<file path="config.mk">
export PLATFORM = sky130hd
export DESIGN_NAME = key_scan_ctrl_flat
export DESIGN_NICKNAME = d
export VERILOG_FILES = /design/src/rtl/key_scan_ctrl_if.sv /design/src/rtl/key_scan_ctrl.sv /design/src/flat_wrapper.sv
export SDC_FILE = /design/constraint.sdc
export NUM_CORES = 1
export LEC_CHECK = 0
export CORE_MARGIN = 2
export CORE_UTILIZATION = 55
export DETAILED_ROUTE_END_ITERATION = 16
export PLACE_DENSITY_LB_ADDON = 0.05
export SYNTH_ARGS = -nofsm -noshare
export SYNTH_HDL_FRONTEND = slang
export SYNTH_SLANG_ARGS = --single-unit
</file>
<file path="constraint.sdc">
create_clock -name clk_12m -period 6 [get_ports clk_12m]
set_input_delay 1.2 -clock clk_12m [delete_from_list [all_inputs] [get_ports clk_12m]]
set_output_delay 1.2 -clock clk_12m [all_outputs]
set_load 0.01 [all_outputs]
</file>
<file path="src/rtl/key_scan_ctrl_if.sv">
// Key event stream: one FIFO head entry offered per cycle with valid/ready handshake.
interface key_scan_ctrl_if;
  logic       evt_valid;
  logic       evt_ready;
  logic [3:0] evt_code;
  logic       evt_press;

  modport master (
    output evt_valid,
    output evt_code,
    output evt_press,
    input  evt_ready
  );

  modport slave (
    input  evt_valid,
    input  evt_code,
    input  evt_press,
    output evt_ready
  );
endinterface

</file>
<file path="src/rtl/key_scan_ctrl.sv">
// 4x4 key matrix scanner: row drive, column sync, scan-level debounce,
// per-key press/release event generation into a 4-entry FIFO.
module key_scan_ctrl #(
  parameter int unsigned SCAN_DIV  = 12000,
  parameter int unsigned DEB_SCANS = 4
) (
  input  logic                  clk_12m,
  input  logic                  rst,
  output logic [3:0]            row_out,
  input  logic [3:0]            col_in,
  key_scan_ctrl_if.master       evt,
  output logic                  overflow
);

  localparam int unsigned TMR_W      = (SCAN_DIV > 1) ? $clog2(SCAN_DIV) : 1;
  localparam int unsigned STB_W      = (DEB_SCANS > 0) ? $clog2(DEB_SCANS + 1) : 1;
  localparam int unsigned FIFO_DEPTH = 4;
  localparam int unsigned PTR_W      = 2;
  localparam int unsigned CNT_W      = 3;

  typedef enum logic [1:0] {
    ST_SCAN = 2'd0,
    ST_CMP  = 2'd1,
    ST_EMIT = 2'd2
  } state_t;

  typedef struct packed {
    logic       press;
    logic [3:0] code;
  } evt_t;

  state_t           state_q, state_d;
  logic [3:0]       col_s1_q, col_s2_q;
  logic [3:0]       row_out_q, row_out_d;
  logic [1:0]       row_idx_q, row_idx_d;
  logic [TMR_W-1:0] row_tmr_q, row_tmr_d;
  logic [15:0]      snap_q, snap_d;
  logic [15:0]      prev_q, prev_d;
  logic [15:0]      deb_q, deb_d;
  logic [STB_W-1:0] stable_q, stable_d;
  logic [3:0]       emit_idx_q, emit_idx_d;
  evt_t             fifo_q [FIFO_DEPTH];
  evt_t             fifo_d [FIFO_DEPTH];
  logic [PTR_W-1:0] wptr_q, wptr_d;
  logic [PTR_W-1:0] rptr_q, rptr_d;
  logic [CNT_W-1:0] cnt_q, cnt_d;
  logic             overflow_q, overflow_d;

  logic             push_req;
  evt_t             push_ent;
  logic             pop;
  logic             full;
  logic             push_ok;

  // Scan sequencing, debounce compare and per-key event emission.
  always_comb begin
    state_d    = state_q;
    row_out_d  = row_out_q;
    row_idx_d  = row_idx_q;
    row_tmr_d  = row_tmr_q;
    snap_d     = snap_q;
    prev_d     = prev_q;
    deb_d      = deb_q;
    stable_d   = stable_q;
    emit_idx_d = emit_idx_q;
    push_req   = 1'b0;
    push_ent   = '0;

    case (state_q)
      ST_SCAN: begin
        if (row_tmr_q == TMR_W'(SCAN_DIV - 1)) begin
          row_tmr_d = '0;
          snap_d[{row_idx_q, 2'b00} +: 4] = ~col_s2_q;
          row_idx_d = row_idx_q + 2'd1;
          row_out_d = {row_out_q[2:0], row_out_q[3]};
          if (row_idx_q == 2'd3) begin
            state_d = ST_CMP;
          end
        end else begin
          row_tmr_d = row_tmr_q + TMR_W'(1);
        end
      end

      ST_CMP: begin
        prev_d  = snap_q;
        state_d = ST_SCAN;
        if (snap_q == prev_q) begin
          if (stable_q != STB_W'(DEB_SCANS)) begin
            stable_d = stable_q + STB_W'(1);
          end
          // Only the transition into saturation may trigger an emit pass.
          if ((stable_q == STB_W'(DEB_SCANS - 1)) && (snap_q != deb_q)) begin
            state_d    = ST_EMIT;
            emit_idx_d = '0;
          end
        end else begin
          stable_d = '0;
        end
      end

      ST_EMIT: begin
        if (snap_q[emit_idx_q] != deb_q[emit_idx_q]) begin
          push_req            = 1'b1;
          push_ent.press      = snap_q[emit_idx_q];
          push_ent.code       = emit_idx_q;
          deb_d[emit_idx_q]   = snap_q[emit_idx_q];
        end
        emit_idx_d = emit_idx_q + 4'd1;
        if (emit_idx_q == 4'd15) begin
          state_d = ST_SCAN;
        end
      end

      default: begin
        state_d = ST_SCAN;
      end
    endcase
  end

  // Event FIFO: push from the emitter, pop on handshake, drop when full without a pop.
  always_comb begin
    fifo_d     = fifo_q;
    wptr_d     = wptr_q;
    rptr_d     = rptr_q;
    pop        = (cnt_q != '0) && evt.evt_ready;
    full       = (cnt_q == CNT_W'(FIFO_DEPTH));
    push_ok    = push_req && (!full || pop);
    overflow_d = push_req && !push_ok;

    if (push_ok) begin
      fifo_d[wptr_q] = push_ent;
      wptr_d         = wptr_q + PTR_W'(1);
    end
    if (pop) begin
      rptr_d = rptr_q + PTR_W'(1);
    end
    cnt_d = cnt_q + CNT_W'(push_ok) - CNT_W'(pop);
  end

  // State register for the whole block; column inputs pass through a two-flop synchroniser.
  always_ff @(posedge clk_12m or posedge rst) begin
    if (rst) begin
      state_q    <= ST_SCAN;
      col_s1_q   <= 4'hF;
      col_s2_q   <= 4'hF;
      row_out_q  <= 4'b1110;
      row_idx_q  <= '0;
      row_tmr_q  <= '0;
      snap_q     <= '0;
      prev_q     <= '0;
      deb_q      <= '0;
      stable_q   <= '0;
      emit_idx_q <= '0;
      for (int i = 0; i < FIFO_DEPTH; i++) begin
        fifo_q[i] <= '0;
      end
      wptr_q     <= '0;
      rptr_q     <= '0;
      cnt_q      <= '0;
      overflow_q <= 1'b0;
    end else begin
      state_q    <= state_d;
      col_s1_q   <= col_in;
      col_s2_q   <= col_s1_q;
      row_out_q  <= row_out_d;
      row_idx_q  <= row_idx_d;
      row_tmr_q  <= row_tmr_d;
      snap_q     <= snap_d;
      prev_q     <= prev_d;
      deb_q      <= deb_d;
      stable_q   <= stable_d;
      emit_idx_q <= emit_idx_d;
      fifo_q     <= fifo_d;
      wptr_q     <= wptr_d;
      rptr_q     <= rptr_d;
      cnt_q      <= cnt_d;
      overflow_q <= overflow_d;
    end
  end

  assign row_out       = row_out_q;
  assign overflow      = overflow_q;
  assign evt.evt_valid = (cnt_q != '0);
  assign evt.evt_code  = fifo_q[rptr_q].code;
  assign evt.evt_press = fifo_q[rptr_q].press;

endmodule

</file>
<file path="src/flat_wrapper.sv">
// flat-port wrapper written by rule: the top's interface ports become plain ports
module key_scan_ctrl_flat 
#(
  parameter int unsigned SCAN_DIV  = 12000,
  parameter int unsigned DEB_SCANS = 4
)
  (clk_12m, rst, row_out, col_in, overflow, evt_evt_valid, evt_evt_code, evt_evt_press, evt_evt_ready);
  key_scan_ctrl_if evt_i ();
  input  logic clk_12m;
  input  logic rst;
  output logic [3:0] row_out;
  input  logic [3:0] col_in;
  output logic overflow;
  output wire logic [$bits(evt_i.evt_valid)-1:0] evt_evt_valid;
  output wire logic [$bits(evt_i.evt_code)-1:0] evt_evt_code;
  output wire logic [$bits(evt_i.evt_press)-1:0] evt_evt_press;
  input wire logic [$bits(evt_i.evt_ready)-1:0] evt_evt_ready;
  assign evt_evt_valid = evt_i.evt_valid;
  assign evt_evt_code = evt_i.evt_code;
  assign evt_evt_press = evt_i.evt_press;
  assign evt_i.evt_ready = evt_evt_ready;
  key_scan_ctrl #(.SCAN_DIV(SCAN_DIV), .DEB_SCANS(DEB_SCANS)) u_core (.clk_12m(clk_12m), .rst(rst), .row_out(row_out), .col_in(col_in), .evt(evt_i), .overflow(overflow));
endmodule
</file>
Word-level counts from Yosys, hierarchy flattened
Cells that the tools add are included.
{"block": "word_totals", "register_bits": 113, "in_bits": 7, "out_inout_bits": 11}
{"block": "op_classes", "n_addsub": 9, "n_lt_le_gt_ge": 5, "eq_ne": 17, "n_shift": 2, "muxes": 30, "bitwise": 3, "reduce_logical": 17}
{"op": "$bwmux 16", "n": 2}
{"op": "$mux 5", "n": 5}
{"op": "$bwmux 20", "n": 1}
{"op": "$eq 16x16->1", "n": 1}
{"op": "$ne 16x16->1", "n": 1}
{"op": "$shift 4x6->16 const A", "n": 1}
{"op": "$shiftx 4x6->16", "n": 1}
{"op": "$add 14x1->14 const B", "n": 1}
{"op": "$eq 14x14->1 const B", "n": 1}
{"op": "$mux 14", "n": 1}
{"op": "$bmux 5 s2", "n": 1}
{"op": "$demux 5 s2", "n": 1}
{"op": "$mux 2", "n": 5}
{"op": "$ne 2x1->1 const B", "n": 5}
{"op": "$bmux 1 s4", "n": 2}
{"op": "$mux 4", "n": 2}
{"op": "$pmux 4 s2", "n": 1}
{"op": "$add 2x1->2 const B", "n": 3}
{"op": "$ge 3x3->1 const B", "n": 2}
{"op": "$logic_and 1x1->1", "n": 6}
{"op": "$mux 3", "n": 2}
{"op": "$neg 4->6", "n": 1}
{"op": "$not 2->3", "n": 2}
{"op": "$pmux 2 s3", "n": 1}
{"op": "25 further kinds", "n": 34}

Depth between registers and ports, before layout
Gate-level depths: netlist (run 1).
{"block": "logic_depth", "depth_word": 8, "ltp_mapped": 10}

Worst setup path after synthesis (run 1)
Ideal clock, no wire load.
{"block": "synth_timing", "path_type": "register to register", "start": "reg u_core.emit_idx_q[0]", "end": "reg u_core.cnt_q[1]", "setup_time_ps": 135, "t_arrival_ps": 3039, "required_ps": 5865, "path_slack_ps": 2825, "path_stages_with_launch": 9, "n_path_buf": 2, "synth_period_minus_slack_ps": 3175, "cell_sequence": "dfrtp_1 > buf_6 > mux4_2 > mux4_2 > buf_6 > ha_1 > nor3_2 > ha_1 > fa_1"}
{"block": "synth_between", "elab_chain_cells": 8, "word_cells_on_any_way": 10}
{"item": "from (decl)", "line": "key_scan_ctrl.sv:41", "source": "logic [3:0] emit_idx_q, emit_idx_d;"}
{"item": "from (signal assigned)", "line": "key_scan_ctrl.sv:172", "source": "emit_idx_q <= emit_idx_d;"}
{"item": "$bmux 1 s4", "line": "key_scan_ctrl.sv:102", "source": "if (snap_q[emit_idx_q] != deb_q[emit_idx_q]) begin"}
{"item": "$mux 1 (not written as such)", "line": "key_scan_ctrl.sv:102"}
{"item": "$ne 1x1->1 (*)", "line": "key_scan_ctrl.sv:102"}
{"item": "$mux 1 (*)", "line": "key_scan_ctrl.sv:102"}
{"item": "$mux 1 (*)", "line": "key_scan_ctrl.sv:69", "source": "case (state_q)"}
{"item": "$logic_and 1x1->1 (*)", "line": "key_scan_ctrl.sv:127", "source": "push_ok = push_req && (!full || pop);"}
{"item": "via u_core.push_ok", "line": "key_scan_ctrl.sv:53", "source": "logic push_ok;"}
{"item": "$add 3x1->3 (*)", "line": "key_scan_ctrl.sv:137", "source": "cnt_d = cnt_q + CNT_W'(push_ok) - CNT_W'(pop);"}
{"item": "$sub 3x1->3 (*)", "line": "key_scan_ctrl.sv:137"}
{"item": "via u_core.cnt_d[1]", "line": "key_scan_ctrl.sv:46", "source": "logic [CNT_W-1:0] cnt_q, cnt_d;"}
{"item": "to (signal assigned)", "line": "key_scan_ctrl.sv:176", "source": "cnt_q <= cnt_d;"}
{"item": "to (decl)", "line": "key_scan_ctrl.sv:46"}
Mark *: on every way through the listed nets, which the timed path passes. The rest lies on a longest branch. The select of a mux whose other input is x is not followed.
A chain may end at the register's enable or synchronous reset.

Worst setup path in the final report (run 1)
Ends and elaborated chain as after synthesis.

==> metrics, run 1 <==
outcome finished clean; Final Hold Vio Count 0; sequential share of the synthesized area 49.6%; gp weighted congestion 0.821; Post-CTS Resized 0; fmax 0.275 GHz; Crit Path Class reg2reg; final slew viol count 0; Worst-Skew Late Latency 530 ps; antenna cells 0; Max Fanout on Critical Path 17; Min-Delay Path Depth 0; nets@finish 541; clock skew 7.55 ps; commonest non-fill, non-tap cell in the layout dfrtp_1; Peak VDD IR 0.000273 V; filler cell count 803; clk buf depth 2; worst r2r path cells 6; 1st-iter DRT viols 172; DR WL/cell 16.7 um; Area growth syn-to-layout 15.8%; Main synth FF type dfrtp_1; hpwl dp 7540 um; Die X 106 um; asr flop ratio synth 100%; IO Port Bufs 17; cts hold-fix bufs 0; Ports 18; required time of the worst setup path 6390 ps; Synth cell types 45; Via-to-Cell Ratio 5.64; Startpoint Class flip-flop; chip height 106 um; # DRC 0; pre-CTS WS 2370 ps; commonest cells after routing, fill and taps aside 102 x dfrtp_1, 60 x nand2_1, 37 x mux2_2; fraction of layout cells with a size suffix above 1 19.5%; hold crit path type reg2reg; YS warnings 0; CTS Sinks 113; setup bufs post-CTS 0; number of global-route vias before repair 3780; CTS H-tree depth 4; fin worst setup slack 2370 ps; largest net degree at the start of global routing 61; Post-DRT Antenna Nets 0; slew margin rel. 20.7%; RR Startpoint u_core.emit_idx_q[0]; post-synth net total 519; Max Cap Viol 0; final worst path period need 3630 ps; Worst EP arrival 4020 ps; power per standard cell area 297 nW/um2; leak pwr 3.03 nW; reg2reg setup slack 2370 ps; row cnt 37; Worst Hold End u_core.col_s2_q[3]; RSZ-0062 raised after global routing false; r2r endpoint u_core.cnt_q[1]; Core Box Area 10200 um2; Final Util 64.8%; Setup crit end kind flip-flop; drt first pass iters 4; All-Layer GR Usage 22.1%; final setup fails 0; CTS buffer count 17; clock transition at the registers of the reported paths 60 ps; HP Start u_core.col_s1_q[3]; GR Overflow Total 0; Post-Syn Instances 487; Synth Register Bits 113; CTS tree done; CTS root buffer clkbuf_8; mean cell area of the mapped netlist 11.8 um2; Post-synth EDFFs 0; initial core utilization 56.0%; TNS Setup 0 ps; Final Cycle Share 60.5%; final WL 11000 um; first-pass GRT wire length 18900 um; cell area after synthesis 5730 um2; Die Area 11300 um2; multi-input logic area 2730 um2; Vias 3708; worst slew pin tran 1170 ps; initial antenna violation count 0; Register Area 2840 um2
## power by group
part	switching [mW]	total [mW]	internal, mW	leakage (nW)
clock network	0.337	1.06	0.724	0.306
logic	0.0434	0.0931	0.0497	1.21
registers	0.0316	0.819	0.787	1.51
## per-layer routing
layer | routed length (um) | vias up | global-route usage (%)
li1 | - | 1780 | -
met1 | 5370 | 1852 | 30.8
met2 | 5020 | 61 | 32.8
met3 | 423 | 15 | 6.44
met4 | 182 | 0 | 8.93
met5 | 0 | - | 0
## kinds of logic after synthesis
family,after synthesis,synth area share (%)
AND/OR/NAND/NOR,147,12.4
flip-flops,113,49.6
multiplexers,61,15.9
AO/OA/AOI/OAI,57,6.66
XOR/XNOR,46,7.03
buffers and inverters,38,2.77
adder cells (fa/ha/maj),25,5.59
## registers in the layout (all words and copies together) (netlist names), 3 cells and up
signal	cells
u_core.fifo_q	20
u_core.deb_q	16
u_core.prev_q	16
u_core.snap_q	16
u_core.row_tmr_q	14
u_core.col_s1_q	4
u_core.col_s2_q	4
u_core.emit_idx_q	4
u_core.row_out	4
u_core.cnt_q	3
u_core.stable_q	3
## worst max path at each step
stage	start	to	slack [ps]
after floorplan	rst	u_core.cnt_q[0]	1830
after global placement	u_core.emit_idx_q[0]	u_core.cnt_q[1]	2460
after detailed placement	u_core.emit_idx_q[0]	u_core.cnt_q[1]	2370
after CTS	u_core.emit_idx_q[0]	u_core.cnt_q[1]	2350
after global routing	u_core.emit_idx_q[0]	u_core.cnt_q[1]	2180
final	u_core.emit_idx_q[0]	u_core.cnt_q[1]	2370
## metrics by stage
step                std cells  total power, mW  area (um2)  hold slack [ps]
floorplan                 487            0.898        5730              345
CTS                       658             2.00        6630              353
global route              658             2.05        6630              356
global placement          626            0.922        6010              346
detailed placement        626            0.927        6010              347
finish                    658             1.97        6630              351
## synth_stat cells (17+ instances only)
library cell	number	area share (%)
nor2_1	25	1.6
nand2_1	60	3.9
o31ai_1	17	2.2
xnor2_1	24	3.7
xor2_1	22	3.4
inv_1	23	1.5
nand3_1	17	1.5
o21ai_0	22	1.9
dfrtp_1	102	45
ha_1	24	5.2
mux2_2	37	7.3
## final cells by class
cell class,instances,share of cell area [%]
sequential,113,42.8
timing repair buffer,18,2.68
inverter,23,1.34
clock inverter,11,2.81
tap,136,2.57
clock buffer,21,6.62
multi-input combinational,336,41.2
## worst max-delay path, cell delays in order, from the launching register on
cell and delay [ps]:
dfrtp_1 700, mux4_1 620, mux4_2 650, ha_1 390, nor3_2 460, ha_1 250
fa_1 420
Power figures use the tool's default switching activity.
==> run 2: changes to the inputs <==
==> constraint.sdc (replaced) <==
create_clock -name clk_12m -period 3.7 [get_ports clk_12m]
set_input_delay 0.74 -clock clk_12m [delete_from_list [all_inputs] [get_ports clk_12m]]
set_output_delay 0.74 -clock clk_12m [all_outputs]
set_load 0.01 [all_outputs]
==> metrics, run 2 (synthesis gave the netlist of run 1 again) <==
number of global-route vias before repair 3898 (+3.1%); cts hold-fix bufs 0 (unchanged); clk buf depth 2 (unchanged); hpwl dp 7920 um (+5.1%); row cnt 37 (unchanged); IO Port Bufs 17 (unchanged); commonest cells after routing, fill and taps aside 102 x dfrtp_1, 60 x nand2_1, 37 x mux2_2; sequential group share of total power 43.9% (+2.4 points); Area growth syn-to-layout 16.3%; power per standard cell area 455 nW/um2 (+53%); Crit Path Class reg2reg; final slew viol count 0 (unchanged); Hold Slack 352 ps (+0.761 ps); Die X 106 um (unchanged); fmax 0.297 GHz (+7.9%); Worst EP arrival 3760 ps (-260 ps); setup bufs post-CTS 0 (unchanged); Post-CTS Resized 0 (unchanged); CTS H-tree depth 4 (unchanged); initial core utilization 56.0% (unchanged); All-Layer GR Usage 22.9% (+0.80 points); DR WL/cell 17.2 um (+2.9%); outcome finished clean; fin worst setup slack 336 ps (-2030 ps); Max Fanout on Critical Path 17 (unchanged); CTS tree done; Setup crit end kind flip-flop; Final Cycle Share 90.9% (+30 points); slew margin rel. 42.8% (+22 points); Peak VDD IR 0.000318 V (+16%); CP Buf/Inv Count 0 (unchanged); Comb pwr share 5.3% (+0.6 points); clock share of power 50.8% (-3.0 points); final worst path period need 3360 ps (-266 ps); Final Hold Vio Count 0 (unchanged); Min-Delay Path Depth 0 (unchanged); antenna cells 0 (unchanged); hold crit path type reg2reg; Worst path depth 7 (+1); Vias 3754 (+1.2%); final WL 11500 um (+4.3%); crit-path leading delay family multiplexers; slowest CP cell mux4_2; CTS root buffer clkbuf_8; fraction of layout cells with a size suffix above 1 21.1% (+1.6 points); final setup fails 0 (unchanged); Final Util 65.1% (+0.29 points); GR Overflow Total 0 (unchanged); 1st-iter DRT viols 164 (-4.7%); CP Cell Sequence mux4_1, mux4_2, ha_1, nor2_1, nand2_1, nor3_1, mux2_4; commonest non-fill, non-tap cell in the layout dfrtp_1; Post-DRT Antenna Nets 0 (unchanged); clock skew 7.86 ps (+0.317 ps); drt first pass iters 4 (unchanged); nets@finish 550 (+1.7%); clock transition at the registers of the reported paths 50 ps (about the same); Max Cap Viol 0 (unchanged); leak pwr 3.05 nW (+0.65%); max reg flops 20 (unchanged); Startpoint Class flip-flop; worst r2r path cells 7 (+1); Ports 18 (unchanged); RSZ-0062 raised after global routing false; internal power 2.35 mW (+50%); Core Box Area 10200 um2 (unchanged); CTS buffer count 17 (unchanged); required time of the worst setup path 4100 ps (-2290 ps); Worst-Skew Late Latency 520 ps (about the same); largest net degree at the start of global routing 42 (-31%); Sw Ratio 22.6% (+1.7 points); pre-CTS WS 373 ps (-1990 ps); TNS Setup 0 ps (unchanged); initial antenna violation count 0 (unchanged); worst slew pin tran 856 ps (-319 ps); Die Area 11300 um2 (unchanged); total power 3.03 mW (+54%); # DRC 0 (unchanged); gp weighted congestion 0.820 (-0.17%); CTS Sinks 113 (unchanged); first-pass GRT wire length 19900 um (+4.8%); chip height 106 um (unchanged); largest stage delay on the critical path 650 ps (-50 ps); sw power 0.684 mW (+66%); filler cell count 815 (+1.5%); Top reg by flops u_core.fifo_q; Via-to-Cell Ratio 5.63 (-0.13%)
-- run 2: per-layer routing --
layer,GRT usage [%],share of wire (%),up-vias
met2,35.8,47,69
li1,-,-,1785
met1,31.3,48,1884
met4,7.99,1.5,0
met5,0,0,-
met3,6.01,3.5,16
-- run 2: through the flow --
step | area [um2] | cells
after global placement | 6100 | 635
final | 6660 | 667
after CTS | 6660 | 667
after global routing | 6660 | 667
after detailed placement | 6100 | 635
after floorplan | 5730 | 487
-- run 2: worst paths after layout --
check / from / to / slack (ps)
max in group asynchronous: rst / u_core.col_s2_q[2] / 2250
min in group asynchronous: rst / u_core.cnt_q[1] / 740
max reg2reg: u_core.emit_idx_q[0] / u_core.deb_q[3] / 340
min reg2reg: u_core.col_s1_q[0] / u_core.col_s2_q[0] / 350
max: u_core.emit_idx_q[0] / u_core.deb_q[3] / 340
min: u_core.col_s1_q[0] / u_core.col_s2_q[0] / 350
-- run 2: area by class of cell --
type                       count  area, um2  share of cell area (%)
clock inverter                11        113                    1.69
multi-input combinational    336       2730                    41.0
sequential                   113       2840                    42.6
inverter                      23       90.1                    1.35
clock buffer                  21        449                    6.74
tap                          136        170                    2.55
timing repair buffer          27        270                    4.06
-- run 2: power by group through the flow --
stage | sequential (mW) | combinational, mW | clock [mW]
2_1_floorplan | 1.31 | 0.147 | 0
3_3_place_gp | 1.35 | 0.164 | 0
3_5_place_dp | 1.35 | 0.166 | 0
4_1_cts | 1.33 | 0.167 | 1.56
5_1_grt | 1.34 | 0.186 | 1.63
6_report | 1.33 | 0.161 | 1.54
==> run 3: changes to the inputs <==
--- a/config.mk
+++ b/config.mk
@@ -6,7 +6,8 @@
 export NUM_CORES = 1
 export LEC_CHECK = 0
 export CORE_MARGIN = 2
-export CORE_UTILIZATION = 55
+export CORE_UTILIZATION = 50
+export CTS_BUF_LIST = sky130_fd_sc_hd__clkbuf_4 sky130_fd_sc_hd__clkbuf_8
 export DETAILED_ROUTE_END_ITERATION = 16
 export PLACE_DENSITY_LB_ADDON = 0.05
 export SYNTH_ARGS = -nofsm -noshare
==> metrics, run 3 (synthesis gave the netlist of run 1 again) <==
outcome finished clean; hold crit path type reg2reg; row cnt 39 (+5.4%); final worst path period need 3350 ps (-16.0 ps); Setup crit end kind flip-flop; slowest CP cell mux4_2; Core Box Area 11300 um2 (+11%); Via-to-Cell Ratio 5.48 (-2.6%); required time of the worst setup path 4060 ps (-40 ps); commonest non-fill, non-tap cell in the layout dfrtp_1; final slew viol count 0 (unchanged); DP Area 6070 um2 (-0.55%); CTS buffer count 17 (unchanged); Top reg by flops u_core.fifo_q; RSZ-0062 raised after global routing false; CTS root buffer clkbuf_8; Peak VDD IR 0.000431 V (+36%); final WL 11200 um (-2.0%); IO Port Bufs 17 (unchanged); power per standard cell area 446 nW/um2 (-2.0%); crit-path leading delay family multiplexers; Max Cap Viol 0 (unchanged); Hold Slack 353 ps (+0.922 ps); CP Cell Sequence mux4_1, mux4_2, ha_1, nor3_2, ha_1, fa_1, xnor2_1, xnor2_1; CP Buf/Inv Count 0 (unchanged); antenna cells 0 (unchanged); final std cells w/o fill 670 (+0.45%); drt first pass iters 4 (unchanged); Post-DRT Antenna Nets 0 (unchanged); Final Cycle Share 90.5% (-0.43 points); gp weighted congestion 0.836 (+2.0%); Vias 3671 (-2.2%); total power 2.93 mW (-3.4%); GR Overflow Total 0 (unchanged); Ports 18 (unchanged); DR WL/cell 16.8 um (-2.4%); largest stage delay on the critical path 630 ps (-20 ps); Die Area 12300 um2 (+9.6%); first-pass GRT wire length 19300 um (-3.0%); worst slew pin tran 641 ps (-214 ps); commonest cells after routing, fill and taps aside 102 x dfrtp_1, 60 x nand2_1, 37 x mux2_2; nets@finish 546 (-0.73%); Crit Path Class reg2reg; dpl cells 638 (+0.47%); fmax 0.299 GHz (+0.48%); clock transition at the registers of the reported paths 70 ps (+20 ps); design area 6570 um2 (-1.4%); Worst-Skew Late Latency 450 ps (-70 ps); initial antenna violation count 0 (unchanged); clk buf depth 2 (unchanged); reg2reg setup slack 350 ps (+20 ps); Final Hold Vio Count 0 (unchanged); HP Start u_core.col_s1_q[1]; max reg flops 20 (unchanged); setup bufs post-CTS 0 (unchanged); # DRC 0 (unchanged); CTS Sinks 113 (unchanged); initial core utilization 50.6% (-5.4 points); pre-CTS WS 361 ps (-11.7 ps); final setup fails 0 (unchanged); All-Layer GR Usage 20.2% (-2.7 points); fin worst setup slack 352 ps (+16.0 ps); leak pwr 3.00 nW (-1.5%); Worst EP arrival 3710 ps (-50 ps); Startpoint Class flip-flop; hpwl dp 7740 um (-2.2%); chip height 111 um (+4.7%); number of global-route vias before repair 3752 (-3.7%); Die X 111 um (+4.7%); RR Startpoint u_core.emit_idx_q[0]; CTS H-tree depth 4 (unchanged); 1st-iter DRT viols 186 (+13%); Final Util 58.0% (-7.1 points); CTS tree done; fraction of layout cells with a size suffix above 1 20.9% (-0.22 points); CP Launch Point u_core.emit_idx_q[0]; Post-CTS Resized 0 (unchanged); cts hold-fix bufs 0 (unchanged); clock skew 8.91 ps (+1.05 ps); Max Fanout on Critical Path 17 (unchanged); Area growth syn-to-layout 14.6%; largest net degree at the start of global routing 114 (+170%); slew margin rel. 56.9% (+14 points); TNS Setup 0 ps (unchanged)
run 3: cell types whose count changed in the layout (fill, tap and decap cells not counted):
cell	previous run	this run
buf_12	2	1
buf_4	8	5
bufinv_16	2	6
clkbuf_1	2	0
clkbuf_16	16	0
clkbuf_4	0	1
clkbuf_8	3	21
clkinv_2	6	3
clkinvlp_4	4	2
run 3: layer usage:
layer	global-route usage [%]	part of all wire (%)	wire, um	vias to the layer above
met3	6.07	4.1	458	15
met5	0	0	0	-
met4	7.49	1.7	187	0
met2	29.7	45	5050	68
li1	-	-	-	1783
met1	28.5	49	5550	1805
run 3: worst paths after layout:
path / cells past startpoint / endpoint
setup reg to reg: 8 / u_core.cnt_q[2]
min in group asynchronous: 3 / u_core.prev_q[13]
max in group asynchronous: 3 / u_core.fifo_q[12]
hold / removal: 0 / u_core.col_s2_q[1]
hold reg to reg: 0 / u_core.col_s2_q[1]
setup / recovery: 8 / u_core.cnt_q[2]
run 3: power by group:
part	leakage [nW]	total, mW	switching (mW)	internal (mW)
clock network	0.252	1.45	0.500	0.946
registers	1.51	1.33	0.0530	1.27
logic	1.23	0.154	0.0721	0.0819
run 3: final cells by class:
type | instances | area (um2)
flip-flops and latches | 113 | 2840
well taps | 143 | 179
multi-input cells | 336 | 2730
fillers | 926 | 4750
clock inverters | 10 | 203
repair buffers | 23 | 228
inverters | 23 | 90.1
clock buffers | 22 | 297
